## config.mk

```make
export PLATFORM = sky130hd
export DESIGN_NAME = remote_cmd_arbiter
export DESIGN_NICKNAME = d
export VERILOG_FILES = /design/src/rtl/remote_cmd_arbiter.sv
export SDC_FILE = /design/constraint.sdc
export NUM_CORES = 1
export LEC_CHECK = 0
export BUFFER_PORTS_ARGS = -buffer_cell sky130_fd_sc_hd__buf_2
export CAP_MARGIN = 20
export CELL_PAD_IN_SITES_DETAIL_PLACEMENT = 0
export CELL_PAD_IN_SITES_GLOBAL_PLACEMENT = 1
export CORE_UTILIZATION = 30
export CTS_BUF_LIST = sky130_fd_sc_hd__clkbuf_4 sky130_fd_sc_hd__clkbuf_8 sky130_fd_sc_hd__clkbuf_16
export DETAILED_ROUTE_END_ITERATION = 8
export PLACE_DENSITY_LB_ADDON = 0.25
export SYNTH_ARGS = -nofsm -noshare
export SYNTH_HDL_FRONTEND = slang
export SYNTH_SLANG_ARGS = --single-unit
```

## constraint.sdc

```tcl
create_clock -name clk -period 1.9 [get_ports clk]
set_input_delay 0.095 -clock clk [delete_from_list [all_inputs] [get_ports clk]]
set_output_delay 0.095 -clock clk [all_outputs]
set_load 0.005 [all_outputs]
```

## src/rtl/remote_cmd_arbiter.sv

```systemverilog
// remote_cmd_arbiter: round-robin sharing of one remote command link among NUM_REQ requesters
// Ports: clk, rst (async, active-high); req/req_cmd per requester in; gnt/done per requester out;
//        resp_out/timeout with done; busy; send_cmd/cmd to comm unit; cmd_sent/resp_rdy/resp from it.
// Optional build macro REMOTE_ARB_TIMEOUT_EN enables the TIMEOUT_CYC response timeout.
module remote_cmd_arbiter #(
  parameter int NUM_REQ = 4,
  parameter int TIMEOUT_CYC = 2_000_000
) (
  input  logic                 clk,
  input  logic                 rst,
  input  logic [NUM_REQ-1:0]   req,
  input  logic [16*NUM_REQ-1:0] req_cmd,
  output logic [NUM_REQ-1:0]   gnt,
  output logic [NUM_REQ-1:0]   done,
  output logic [7:0]           resp_out,
  output logic                 timeout,
  output logic                 busy,
  output logic                 send_cmd,
  output logic [15:0]          cmd,
  input  logic                 cmd_sent,
  input  logic                 resp_rdy,
  input  logic [7:0]           resp
);
  localparam int LW = $clog2(NUM_REQ);
  typedef enum logic [1:0] {IDLE, ISSUE, WAIT_SENT, WAIT_RESP} state_t;
  state_t state, next_state;
  logic [LW-1:0] last_gnt, winner, idx;
  logic cmd_sent_q, expire, complete;
  // Descending scan so the requester nearest after last_gnt is assigned last and wins.
  always_comb begin
    winner = last_gnt;
    idx = last_gnt;
    for (int k = NUM_REQ; k >= 1; k--) begin
      idx = LW'((int'(last_gnt) + k) % NUM_REQ);
      if (req[idx]) winner = idx;
    end
  end
`ifdef REMOTE_ARB_TIMEOUT_EN
  localparam int CW = $clog2(TIMEOUT_CYC);
  logic [CW-1:0] cnt;
  // Held at zero outside WAIT_RESP, so it reads zero on the first WAIT_RESP cycle.
  always_ff @(posedge clk or posedge rst)
    if (rst) cnt <= '0;
    else cnt <= (state == WAIT_RESP) ? cnt + 1'b1 : '0;
  assign expire = (state == WAIT_RESP) && (cnt == CW'(TIMEOUT_CYC - 1));
`else
  assign expire = 1'b0;
`endif
  assign complete = (state == WAIT_RESP) && (resp_rdy || expire);
  assign send_cmd = (state == ISSUE);
  assign busy = (state != IDLE);
  always_comb begin
    next_state = state;
    unique case (state)
      IDLE:      next_state = |req ? ISSUE : IDLE;
      ISSUE:     next_state = WAIT_SENT;
      // Only a fresh rising edge counts; a level left high from before is ignored.
      WAIT_SENT: next_state = (cmd_sent && !cmd_sent_q) ? WAIT_RESP : WAIT_SENT;
      WAIT_RESP: next_state = complete ? IDLE : WAIT_RESP;
      default:   next_state = IDLE;
    endcase
  end
  always_ff @(posedge clk or posedge rst)
    if (rst) state <= IDLE;
    else state <= next_state;
  always_ff @(posedge clk or posedge rst)
    if (rst) begin
      gnt        <= '0;
      done       <= '0;
      resp_out   <= 8'h00;
      timeout    <= 1'b0;
      cmd        <= 16'h0000;
      last_gnt   <= LW'(NUM_REQ - 1);
      cmd_sent_q <= 1'b0;
    end else begin
      cmd_sent_q <= cmd_sent;
      done       <= '0;
      timeout    <= 1'b0;
      if (state == IDLE && |req) begin
        gnt      <= NUM_REQ'(1) << winner;
        cmd      <= req_cmd[16*int'(winner) +: 16];
        last_gnt <= winner;
      end
      if (complete) begin
        done     <= gnt;
        gnt      <= '0;
        resp_out <= resp_rdy ? resp : 8'hFF;
        timeout  <= !resp_rdy;
      end
    end
endmodule

```

Word-level counts from Yosys, hierarchy flattened
Index checks and enable logic that the tools add are counted.
{"block": "totals", "regBits": 38, "elab_cells": 51, "in_bits": 80}
{"block": "op_classes", "magnitude_cmp": 4, "n_shift": 2, "mux": 21, "addsub": 4, "n_reduce_logical": 9, "n_eq_ne": 3}
{"operator": "$shiftx 64x7->16", "n": 1}
{"operator": "$lt 2x3->1 const B", "n": 4}
{"operator": "$mux 4", "n": 3}
{"operator": "$mux 2", "n": 5}
{"operator": "$bmux 1 s2", "n": 4}
{"operator": "$mux 8", "n": 1}
{"operator": "$pmux 2 s4", "n": 1}
{"operator": "$mux 1", "n": 7}
{"operator": "$add 2x1->2 const B", "n": 2}
{"operator": "$add 2x2->2 const B", "n": 2}
{"operator": "$eq 2x2->1 const B", "n": 2}
{"operator": "$reduce_bool 2->1", "n": 2}
{"operator": "$reduce_or 4->1", "n": 1}
{"operator": "$shl 1x2->4 const A", "n": 1}
{"operator": "$logic_and 1x1->1", "n": 3}
{"operator": "$eq 2x1->1 const B", "n": 1}
{"operator": "$logic_not 1->1", "n": 2}
{"operator": "$logic_not 2->1", "n": 1}

Logic depth before layout (Yosys ltp)
Gate-level depths: netlist of the first run.
{"block": "logic_depth", "word_depth": 10, "depth_mapped": 8}

Least setup slack after synthesis of the first run
Ideal clock, no wire load.
{"block": "synth_timing", "kind": "flip-flop to flip-flop", "from": "reg last_gnt[1]", "to": "reg cmd[0]", "path_stages_with_launch": 7, "synth_period_minus_slack_ns": 1.764, "t_required_ns": 1.765, "t_arrival_ns": 1.629, "setup_ns": 0.135, "setup_slack_ns": 0.136, "cell_sequence": "dfstp_2 > nand2_1 > a31oi_1 > nand3_2 > buf_6 > a211oi_2 > a211oi_2"}
{"block": "synth_via", "elab_chain_len": 8}
{"item": "start, declared", "line_no": "27", "text": "logic [LW-1:0] last_gnt, winner, idx;"}
{"item": "start signal, assigned", "line_no": "73", "text": "last_gnt <= LW'(NUM_REQ - 1);"}
{"item": "start signal, assigned", "line_no": "82", "text": "last_gnt <= winner;"}
{"item": "$add 2x1->2", "line_no": "34", "text": "idx = LW'((int'(last_gnt) + k) % NUM_REQ);"}
{"item": "$bmux 1 s2", "line_no": "35", "text": "if (req[idx]) winner = idx;"}
{"item": "$mux 1 (implied by the code)", "line_no": "35"}
{"item": "$mux 2 (3 in a row)", "line_no": "35"}
{"item": "$mux 2 (*)", "line_no": "35"}
{"item": "$shiftx 64x7->16 (*)", "line_no": "81", "text": "cmd <= req_cmd[16*int'(winner) +: 16];"}
{"item": "end signal, assigned", "line_no": "81"}
{"item": "end, declared", "line_no": "19", "text": "output logic [15:0] cmd,"}
Mark *: on every way between the ends. The rest lies on a longest branch, timed or not. The select of a mux whose other input is x is not followed.
A chain may end at the register's enable or synchronous reset.

Worst setup path after layout of the first run
{"block": "layout_timing", "from": "reg last_gnt[0]", "to": "reg cmd[12]"}
Same word-level chain as after synthesis.

==> results of run 1 <==
[final cells by class]
cell class / instances / share of cell area, %
clock buffer: 6 / 2.64
clock inverter: 1 / 0.961
inverter: 20 / 2.40
multi-input combinational: 147 / 33.9
sequential: 38 / 30.5
tap: 96 / 3.84
timing repair buffer: 136 / 25.8
[sequential cells by signal (all words and copies together), names as in the netlist]
register	flops
cmd	16
resp_out	8
done	4
gnt	4
last_gnt	2
state	2
cmd_sent_q	1
timeout	1
[stage by stage]
stage                     hold slack (ns)  setup WS (ns)  power (mW)  area, um^2
after floorplan                     0.126          0.136        2.86        2220
after global placement              0.158          0.157        3.54        2930
after detailed placement            0.155          0.143        3.58        2930
after CTS                         0.00203          0.136        4.31        3130
after global routing               0.0111         0.0243        4.58        3130
final                             0.00796          0.138        4.24        3130
[per-layer routing]
metal  global-route usage (%)  part of all wire, %  wire (um)
met5                        0                    0          0
met3                     3.49                  5.8        363
met4                     5.37                  1.1         71
met1                     21.1                   45       2810
met2                     27.6                   49       3050
[cells in the final DEF, fill, tap and decap left out, drive strengths merged, types with 2 or more instances in the layout]
cell	n
inv	20
clkbuf	6
a32o	2
and2	4
and3	2
dfstp	2
nand2	29
o21ai	5
a31oi	17
nor2	20
a211oi	32
nand3	5
mux2i	16
dfrtp	36
a21o	3
nand2b	4
dlygate4sd3	8
buf	128
nor3	2
[how the worst max path moves through the flow]
stage | end | depth (start not counted)
after floorplan | cmd[0]$_DFFE_PP0P_ | 6
after global placement | cmd[12]$_DFFE_PP0P_ | 5
after detailed placement | cmd[12]$_DFFE_PP0P_ | 5
after CTS | cmd[12]$_DFFE_PP0P_ | 5
after global routing | cmd[13]$_DFFE_PP0P_ | 5
final | cmd[12]$_DFFE_PP0P_ | 5
[cell usage after synthesis, drive strengths merged]
| library cell | n | area [um^2] |
|---|---|---|
| o21ai | 5 | 25.0 |
| and3 | 2 | 17.5 |
| o21a | 1 | 7.51 |
| clkbuf | 6 | 22.5 |
| a211oi | 32 | 375 |
| nand3b | 1 | 7.51 |
| mux2i | 16 | 160 |
| a21oi | 1 | 8.76 |
| nor2b | 1 | 6.26 |
| nand3 | 5 | 30.0 |
| nand2 | 29 | 109 |
| dfrtp | 36 | 901 |
| nor4 | 1 | 12.5 |
| nand2b | 4 | 25.0 |
| conb | 1 | 3.75 |
| dfstp | 2 | 52.6 |
| a21o | 3 | 22.5 |
| nor3 | 2 | 21.3 |
| nor2 | 20 | 75.1 |
| a32o | 2 | 20.0 |
| and2 | 4 | 25.0 |
| buf | 9 | 109 |
| inv | 20 | 75.1 |
| a31oi | 17 | 106 |
[power by group through the flow]
stage / Combinational [mW] / Clock, mW / Sequential [mW]
2_1_floorplan: 1.46 / 0 / 1.40
3_3_place_gp: 2.17 / 0 / 1.37
3_5_place_dp: 2.21 / 0 / 1.37
4_1_cts: 2.23 / 0.724 / 1.36
5_1_grt: 2.42 / 0.760 / 1.40
6_report: 2.19 / 0.705 / 1.35
[tightest hold or removal path, delay by kind of cell]
kind | cells | cell delay, ns
AND/OR/NAND/NOR | 2 | 0.09
buffers and inverters | 1 | 0.08
[logic make-up after synthesis]
| group | synth area share [%] |
|---|---|
| buf+inv | 9.31 |
| mux | 7.22 |
| other cells | 0.169 |
| simple gates | 14.8 |
| flops | 43.0 |
| compound gates | 25.5 |
==> run metrics, run 1 <==
sw frac 38.5%; post-synthesis sequential area ratio 43.0%; Clock Latency Late Sink 0.29 ns; total clock sinks 38; DPL Wire Length 4590 um; P_sw 1.63 mW; Num CTS Buffers 5; Tmin final 1.76 ns; CTS clock-pin slew for the worst setup and hold paths 0.07 ns; hold-fix buffer count after cts 8; CP Max Fanout 11; final hold viol count 0; unrepaired setup endpoints after global routing no; Mean Syn Cell Area 10.1 um^2; PD cells 1360 nW/um^2; First-pass DRT Iterations 6; status complete, no violations; area grow syn2layout 40.9%; total congestion overflow 0; Clock Power Share 16.6%; TNS Setup 0 ns; Flop pwr share 31.8%; Die Area 7740 um^2; Detail Route Antenna Nets 0; Port-buffer cells 114; first-pass GRT wire length 9590 um; num rows 30; Reg-to-Reg End cmd[12]$_DFFE_PP0P_; sequential cell area 953 um^2; R2R cell count 5; I/O pin count 115; Critical Path RT 2.06 ns; Clock Tree Root clkbuf_8; vias 2076; # diodes 0; crit end category register; worst rel slew slack 55.3%; placed insts 429; Multi-input gate area 1060 um^2; Max Fclk 567 MHz; family with the most delay on the worst path compound AO/OA/AOI/OAI gates; buffers and inverters on the worst path 1; maximum number of pins on one net before global-route repair 23; CP Cell Sequence o21a_1 > o21ai_1 > a21oi_2 > buf_12 > a211oi_1; Worst R2R Setup Slack 0.14 ns; clock tree buffer depth 2; syn nets 300; Worst R2R Start last_gnt[0]$_DFFE_PP1P_; Final #Nets 428; min-delay src resp[3]; Max-cap violations 0; gpl congestion 0.787; YS warnings 0; Crit path arrival time 1.93 ns; leakage power 1.57 nW; Max Slew Vio Count 0; final instance count without filler cells 444; Worst Setup SP last_gnt[0]$_DFFE_PP1P_; Routed WL 6290 um; DRC 0; Tcrit/Tclk final 92.8%; combinational power share 51.6%; area of the core 6980 um^2; Syn Std Cell Area 2220 um^2; Fillers 736; Peak VDD IR 0.000511 V; post-CTS sizing 0; die width 88.0 um; # Post-CTS Setup Buffers 0; Initial Utilization 31.8%; GRT Total Usage 16.5%; via-per-instance ratio 4.68; Hold EP resp_out[3]$_DFFE_PP0N_; initial antenna violation count 0; CTS tree done; CP Launch Type register; Avg WL per Cell 14.2 um; CP Class register to register; layout cells sized above 1 48.6%; Layout Utilization 44.8%; CP max stage cell dfstp_2; Slew @ Worst Pin 0.671 ns; violation count after the first detailed-route iteration 47; synth unique cells 33; Hold Path Class input pin to register; H-tree levels 2; Hold Path Stages 3; Die H 88.0 um; vias in the first global route 1959; Int Pwr 2.61 mW; Worst path max stage delay 0.57 ns; Mapped Cells 220; Setup Skew 0.00996 ns; flop and latch count out of synthesis 38; # setup viols final 0
No activity file was read; power rests on OpenSTA's default activity.
==> inputs of run 2 (changes only) <==
Settings changed: REMOVE_ABC_BUFFERS set to 1.
==> run 2 against run 1 <==
Clock-buffer cell count unchanged; die area stayed put; clock power decreased by 16%.
==> run metrics, run 2 (synthesized netlist as in run 1, its figures left out) <==
total congestion overflow 0 (unchanged); fin area 3090 um^2 (-1.2%); combinational power share 51.7% (about the same); Detail Route Antenna Nets 0 (unchanged); Post-DP Area 2880 um^2 (-1.8%); CP Class register to register; commonest non-fill, non-tap cell in the layout buf_2; area of the core 6980 um^2 (unchanged); Num CTS Buffers 5 (unchanged); Worst path max stage delay 0.54 ns (-0.03 ns); number of flip-flops in the largest register 16 (unchanged); GRT Total Usage 17.1% (+0.65 points); CP Max Fanout 18 (+7); Met1 Wirelength 3040 um (+8.4%); Setup Skew 0.00749 ns (-0.00247 ns); Clock Tree Root clkbuf_8; Tcrit/Tclk final 94.3% (+1.6 points); Most flops, register cmd; Worst R2R Start last_gnt[1]$_DFFE_PP1P_; status complete, no violations; Hold Path Class input pin to register; area grow syn2layout 39.1%; Reg-to-Reg End cmd[7]$_DFFE_PP0P_; Tmin final 1.79 ns (+0.0299 ns); P_sw 1.67 mW (+2.3%); Hold EP cmd[13]$_DFFE_PP0P_; PD cells 1320 nW/um^2 (-3.1%); DPL Wire Length 4450 um (-2.9%); # setup viols final 0 (unchanged); placed insts 427 (-0.47%); vias in the first global route 2014 (+2.8%); crit end category register; Die Area 7740 um^2 (unchanged); Crit path arrival time 1.97 ns (+0.04 ns); # diodes 0 (unchanged); largest registers cmd: 16 flops, resp_out: 8 flops; H-tree levels 2 (unchanged); final hold viol count 0 (unchanged); Flop pwr share 33.8% (+2.0 points); vias 2066 (-0.48%); Met3 Wirelength 330 um (-9.1%); Avg WL per Cell 14.5 um (+2.4%); Max-cap violations 0 (unchanged); Worst R2R Setup Slack 0.11 ns (-0.03 ns); Port-buffer cells 114 (unchanged); I/O pin count 115 (unchanged); First-pass DRT Iterations 4 (-2); die width 88.0 um (unchanged); Slew @ Worst Pin 0.655 ns (-0.0156 ns); total clock sinks 38 (unchanged); Int Pwr 2.39 mW (-8.4%); Critical Path RT 2.08 ns (+0.02 ns); Hold Path Stages 3 (unchanged); CP Cell Sequence nand2b_1 > a21o_1 > and3_4 > mux2i_1 > a211oi_2; Final Power 4.06 mW (-4.3%); Max Fclk 558 MHz (-1.7%); maximum number of pins on one net before global-route repair 19 (-17%); most frequent cells in the layout buf_2 (114), dfrtp_1 (36), nand2_1 (29); min-delay src req_cmd[29]; via-per-instance ratio 4.63 (-0.93%); clock tree buffer depth 2 (unchanged); num rows 30 (unchanged); CP max stage cell dfstp_2; leakage power 1.55 nW (-1.4%); Fin Hold WS 0.138 ns (+0.130 ns); violation count after the first detailed-route iteration 62 (+32%); Clock Power Share 14.6% (-2.0 points); Final #Nets 429 (+0.23%); CTS clock-pin slew for the worst setup and hold paths 0.08 ns (about the same); Clock Latency Late Sink 0.29 ns (about the same); CTS tree done; # Post-CTS Setup Buffers 0 (unchanged); Max Slew Vio Count 0 (unchanged); unrepaired setup endpoints after global routing no; final instance count without filler cells 446 (+0.45%); max layer used met4; routed length on met2 3030 um (-0.95%); initial antenna violation count 0 (unchanged); worst rel slew slack 56.1% (+0.77 points); gpl congestion 0.739 (-6.1%); R2R cell count 5 (unchanged); first-pass GRT wire length 9980 um (+4.0%); Die H 88.0 um (unchanged); sw frac 41.2% (+2.6 points); Peak VDD IR 0.000603 V (+18%); CP Launch Type register; Initial Utilization 31.8% (unchanged); DRC 0 (unchanged); Routed WL 6470 um (+2.8%); layout cells sized above 1 48.3% (-0.28 points)
[run 2: timing repair]
| action | CTS | global route |
|---|---|---|
| gates resized for setup | 0 | 1 |
| cloned | 1 | 0 |
| pin swaps | 1 | 0 |
| setup endpoints to repair | 3 | 7 |
| hold endpoints to repair | 25 | 0 |
| hold buffers | 10 | 0 |
[run 2: worst max-delay path by stage]
stage / start / endpoint / slack (ns)
CTS: last_gnt[1]$_DFFE_PP1P_ / cmd[15]$_DFFE_PP0P_ / 0.07
global placement: last_gnt[1]$_DFFE_PP1P_ / cmd[6]$_DFFE_PP0P_ / 0.09
finish: last_gnt[1]$_DFFE_PP1P_ / cmd[7]$_DFFE_PP0P_ / 0.11
detailed placement: last_gnt[1]$_DFFE_PP1P_ / cmd[7]$_DFFE_PP0P_ / -0.02
global route: last_gnt[1]$_DFFE_PP1P_ / cmd[7]$_DFFE_PP0P_ / 0.03
floorplan: last_gnt[1]$_DFFE_PP1P_ / cmd[10]$_DFFE_PP0P_ / -0.16
[run 2: final cells by class]
| type | count | area [um^2] |
|---|---|---|
| fillers | 730 | 3890 |
| inverters | 20 | 75.1 |
| multi-input cells | 148 | 1070 |
| repair buffers | 136 | 773 |
| well taps | 96 | 120 |
| flip-flops and latches | 38 | 953 |
| clock inverters | 2 | 12.5 |
| clock buffers | 6 | 82.6 |
[run 2: power groups by stage]
stage / sequential, mW / combinational (mW) / clock (mW)
finish: 1.37 / 2.10 / 0.592
global route: 1.41 / 2.32 / 0.645
CTS: 1.37 / 2.12 / 0.612
detailed placement: 1.39 / 2.07 / 0
global placement: 1.38 / 2.02 / 0
floorplan: 1.40 / 1.21 / 0
[run 2: metrics by stage]
step | setup TNS [ns] | worst slack, ns | utilization, %
after floorplan | -2.34 | -0.157 | -
after global placement | 0 | 0.0911 | 41.3
after detailed placement | -0.0173 | -0.0160 | 41.3
after CTS | 0 | 0.0659 | 44.2
after global routing | 0 | 0.0274 | 44.2
final | 0 | 0.108 | 44.2
[run 2: worst max-delay path, delay by kind of cell, from the launching register on]
family             cells  cell delay [ns]
and+or+nand+nor        2             0.55
muxes                  1             0.30
AOI/OAI and AO/OA      2             0.29
DFF                    1             0.54
[run 2: routing by layer]
layer | track usage (%) | vias up
met2 | 27.4 | 72
met4 | 5.22 | 0
li1 | - | 1032
met5 | 0 | -
met3 | 3.49 | 7
met1 | 23.2 | 955
==> inputs of run 3 (changes only) <==
Settings changed: ABC_AREA set to 1, CORE_UTILIZATION 30 to 28.
==> run 3 against run 2 <==
The run now ends with setup timing left; power grew 94%; clock skew shrank 0.0025 ns; first-iteration DRC count grew 15%; via count grew 26%; core utilization shrank 0.11 points; final cell count grew 31%; clock-buffer cell count is the same; final area grew 17%; global-route usage shrank 0.57 points.
==> run metrics, run 3 <==
CP Class register to register; initial antenna violation count 0 (unchanged); CTS tree done; Most flops, register cmd; top cell type's share of synthesized area 37.8% (-2.8 points); worst rel slew slack 46.8% (-9.2 points); CTS clock-pin slew for the worst setup and hold paths 0.07 ns (about the same); Avg WL per Cell 12.3 um (-16%); Clock Tree Root clkbuf_8; unrepaired setup endpoints after global routing yes; YS warnings 0 (unchanged); Peak VDD IR 0.00106 V (+75%); maximum number of pins on one net before global-route repair 39 (+20); CP Launch Type register; crit end category register; Synth area leader dfrtp_1; Tmin final 1.95 ns (+0.156 ns); TNS Setup -0.336 ns (-0.336 ns); violation count after the first detailed-route iteration 71 (+15%); failing checks setup timing; Tcrit/Tclk final 103% (+8.2 points); vias in the first global route 2527 (+25%); Num CTS Buffers 5 (unchanged); synth unique cells 28 (-15%); Die H 94.3 um (+7.1%); PD cells 2170 nW/um^2 (+65%); Setup Skew 0.00503 ns (-0.00247 ns); asr flop ratio synth 100% (unchanged); crit-path most repeated cell nand2_1; DRC 0 (unchanged); number of flip-flops in the largest register 16 (unchanged); family with the most delay on the worst path simple AND/OR/NAND/NOR gates; commonest non-fill, non-tap cell in the layout nand2_1; total congestion overflow 0 (unchanged); vias 2602 (+26%); Mean Syn Cell Area 6.87 um^2 (-32%); fin area 3620 um^2 (+17%); H-tree levels 2 (unchanged); I/O pin count 115 (unchanged); flop and latch count out of synthesis 38 (unchanged); Max Fclk 513 MHz (-8.0%); cells taking the most area after synthesis dfrtp_1 (38%), nand2_1 (24%), nand3_1 (11%); largest registers cmd: 16 flops, resp_out: 8 flops; Post-DP Area 3130 um^2 (+8.7%); Slew @ Worst Pin 0.796 ns (+0.141 ns); via-per-instance ratio 4.44 (-4.1%); GRT Total Usage 16.5% (-0.57 points); leakage power 2.13 nW (+38%); Clock Latency Late Sink 0.29 ns (about the same); layout cells sized above 1 43.5% (-4.8 points); dominant cell by count in the synthesized netlist nand2_1; Final Power 7.88 mW (+94%); num rows 33 (+10%); DPL Wire Length 5000 um (+12%); clock tree buffer depth 2 (unchanged); synth cell count leaders nand2_1 (155), nand3_1 (51), inv_1 (44); area of the core 8220 um^2 (+18%); Syn Std Cell Area 2380 um^2 (+7.4%); Port-buffer cells 114 (unchanged); CP Max Fanout 9 (-9); post-route setup slack -0.0477 ns (-0.156 ns); Post-synth EDFFs 0 (unchanged); First-pass DRT Iterations 4 (unchanged); CP max stage cell dfstp_2; Die Area 8890 um^2 (+15%); buffers and inverters on the worst path 2 (+2); gpl congestion 0.768 (+3.9%); Fin Hold WS 0.0248 ns (-0.113 ns); # setup viols final 16 (+16); post-synthesis sequential area ratio 40.0% (-3.0 points); Max Slew Vio Count 0 (unchanged); final hold viol count 0 (unchanged); Mapped Cells 347 (+58%); # diodes 0 (unchanged); status finished, violations left; die width 94.3 um (+7.1%); area grow syn2layout 52.0%; Final #Nets 561 (+31%); Routed WL 7180 um (+11%); Crit path arrival time 2.13 ns (+0.16 ns); Max-cap violations 0 (unchanged); Worst path max stage delay 0.61 ns (+0.07 ns); first-pass GRT wire length 11500 um (+15%); Hold Path Class input pin to register; Initial Utilization 29.0% (-2.8 points); Critical Path RT 2.09 ns (about the same); most frequent cells in the layout nand2_1 (135), buf_2 (114), inv_1 (43); Detail Route Antenna Nets 0 (unchanged); total clock sinks 38 (unchanged); CP Cell Sequence buf_6 > nand2_2 > nand2_4 > nand2_2 > nand2_2 > nand2_4 > nand3_4 > nand2_8 > clkbuf_16 > nand2_1 > nand2_1 > nand2_1 > nand2_1 > nand2_1 > nand2_1; Post-synth top flop dfrtp_1
==> run 3: changes by cell type in the layout (fill, tap and decap cells not counted), sizes merged, moves of 4 or more <==
cell         delta
nor2           -14
and2            -4
dlygate4sd3     -8
a211oi         -32
mux2i          -16
inv            +30
nand2b          -4
a31oi          -17
nand3          +47
mux2            +8
buf            +13
nand2         +135
==> run 3: worst reg2reg max path, cell delays in order, from the launching register on <==
cell,delay [ns]
dfstp_2,0.61
buf_6,0.14
nand2_2,0.07
nand2_4,0.09
nand2_2,0.06
nand2_2,0.08
nand2_4,0.07
nand3_4,0.14
nand2_8,0.11
clkbuf_16,0.18
nand2_1,0.06
nand2_1,0.06
nand2_1,0.06
nand2_1,0.04
nand2_1,0.05
nand2_1,0.04
==> run 3: worst paths after layout <==
| check | startpoint | end | slack, ns | depth (start not counted) |
|---|---|---|---|---|
| worst max-delay path | last_gnt[0]$_DFFE_PP1P_ | cmd[13]$_DFFE_PP0P_ | -0.05 | 15 |
| worst min-delay path | resp_rdy | state[0]$_DFF_PP0_ | 0.02 | 2 |
| worst max register to register | last_gnt[0]$_DFFE_PP1P_ | cmd[13]$_DFFE_PP0P_ | -0.05 | 15 |
| worst min register to register | cmd[14]$_DFFE_PP0P_ | cmd[14]$_DFFE_PP0P_ | 0.48 | 2 |
| max in group asynchronous | rst | cmd[8]$_DFFE_PP0P_ | 0.88 | 3 |
| min in group asynchronous | rst | timeout$_DFF_PP0_ | 0.51 | 3 |
==> run 3: area by class of cell <==
| class | count | area (um^2) |
|---|---|---|
| Clock buffer | 6 | 82.6 |
| Inverter | 50 | 200 |
| Tap cell | 105 | 131 |
| Sequential cell | 38 | 953 |
| Clock inverter | 1 | 30.0 |
| Fill cell | 880 | 4590 |
| Timing Repair Buffer | 143 | 941 |
| Multi-Input combinational cell | 243 | 1280 |
==> run 3: cells by family (layout without fill, tap and decap cells) <==
kind of cell / after synthesis / count (layout) / share of synthesized area, %
other: 1 / 1 / 0.157
DFF: 38 / 38 / 40.0
AOI/OAI and AO/OA: 10 / 10 / 2.94
buffers and inverters: 66 / 200 / 13.0
and+or+nand+nor: 224 / 224 / 40.2
muxes: 8 / 8 / 3.78
==> run 3: per-stage QoR <==
step	setup slack, ns	utilization [%]	std cells
floorplan	-0.589	-	331
global placement	-0.00430	38.1	564
detailed placement	-0.00646	38.1	564
CTS	-0.00871	41.7	579
global route	-0.179	44.1	586
finish	-0.0477	44.1	586
==> run 3: what timing repair did <==
| item | CTS | global route |
|---|---|---|
| hold buffers | 2 | 0 |
| cloned | 1 | 2 |
| pin swaps | 20 | 18 |
| setup buffers | 6 | 5 |
| resized for setup | 25 | 27 |
| endpoints found under the setup margin | 9 | 21 |
| hold endpoints to repair | 37 | 0 |
==> run 3: report_power, final <==
part	internal (mW)	leakage, nW	switching, mW
Sequential	1.16	0.470	0.199
Clock	0.420	0.0573	0.273
Combinational	2.71	1.61	3.11
==> run 3: metal layers <==
| metal | track usage (%) | up-vias | part of all wire (%) |
|---|---|---|---|
| met3 | 4.29 | 11 | 5.6 |
| met5 | 0 | - | 0 |
| li1 | - | 1328 | - |
| met4 | 5.64 | 0 | 1.7 |
| met1 | 20.6 | 1196 | 44 |
| met2 | 27.5 | 67 | 48 |
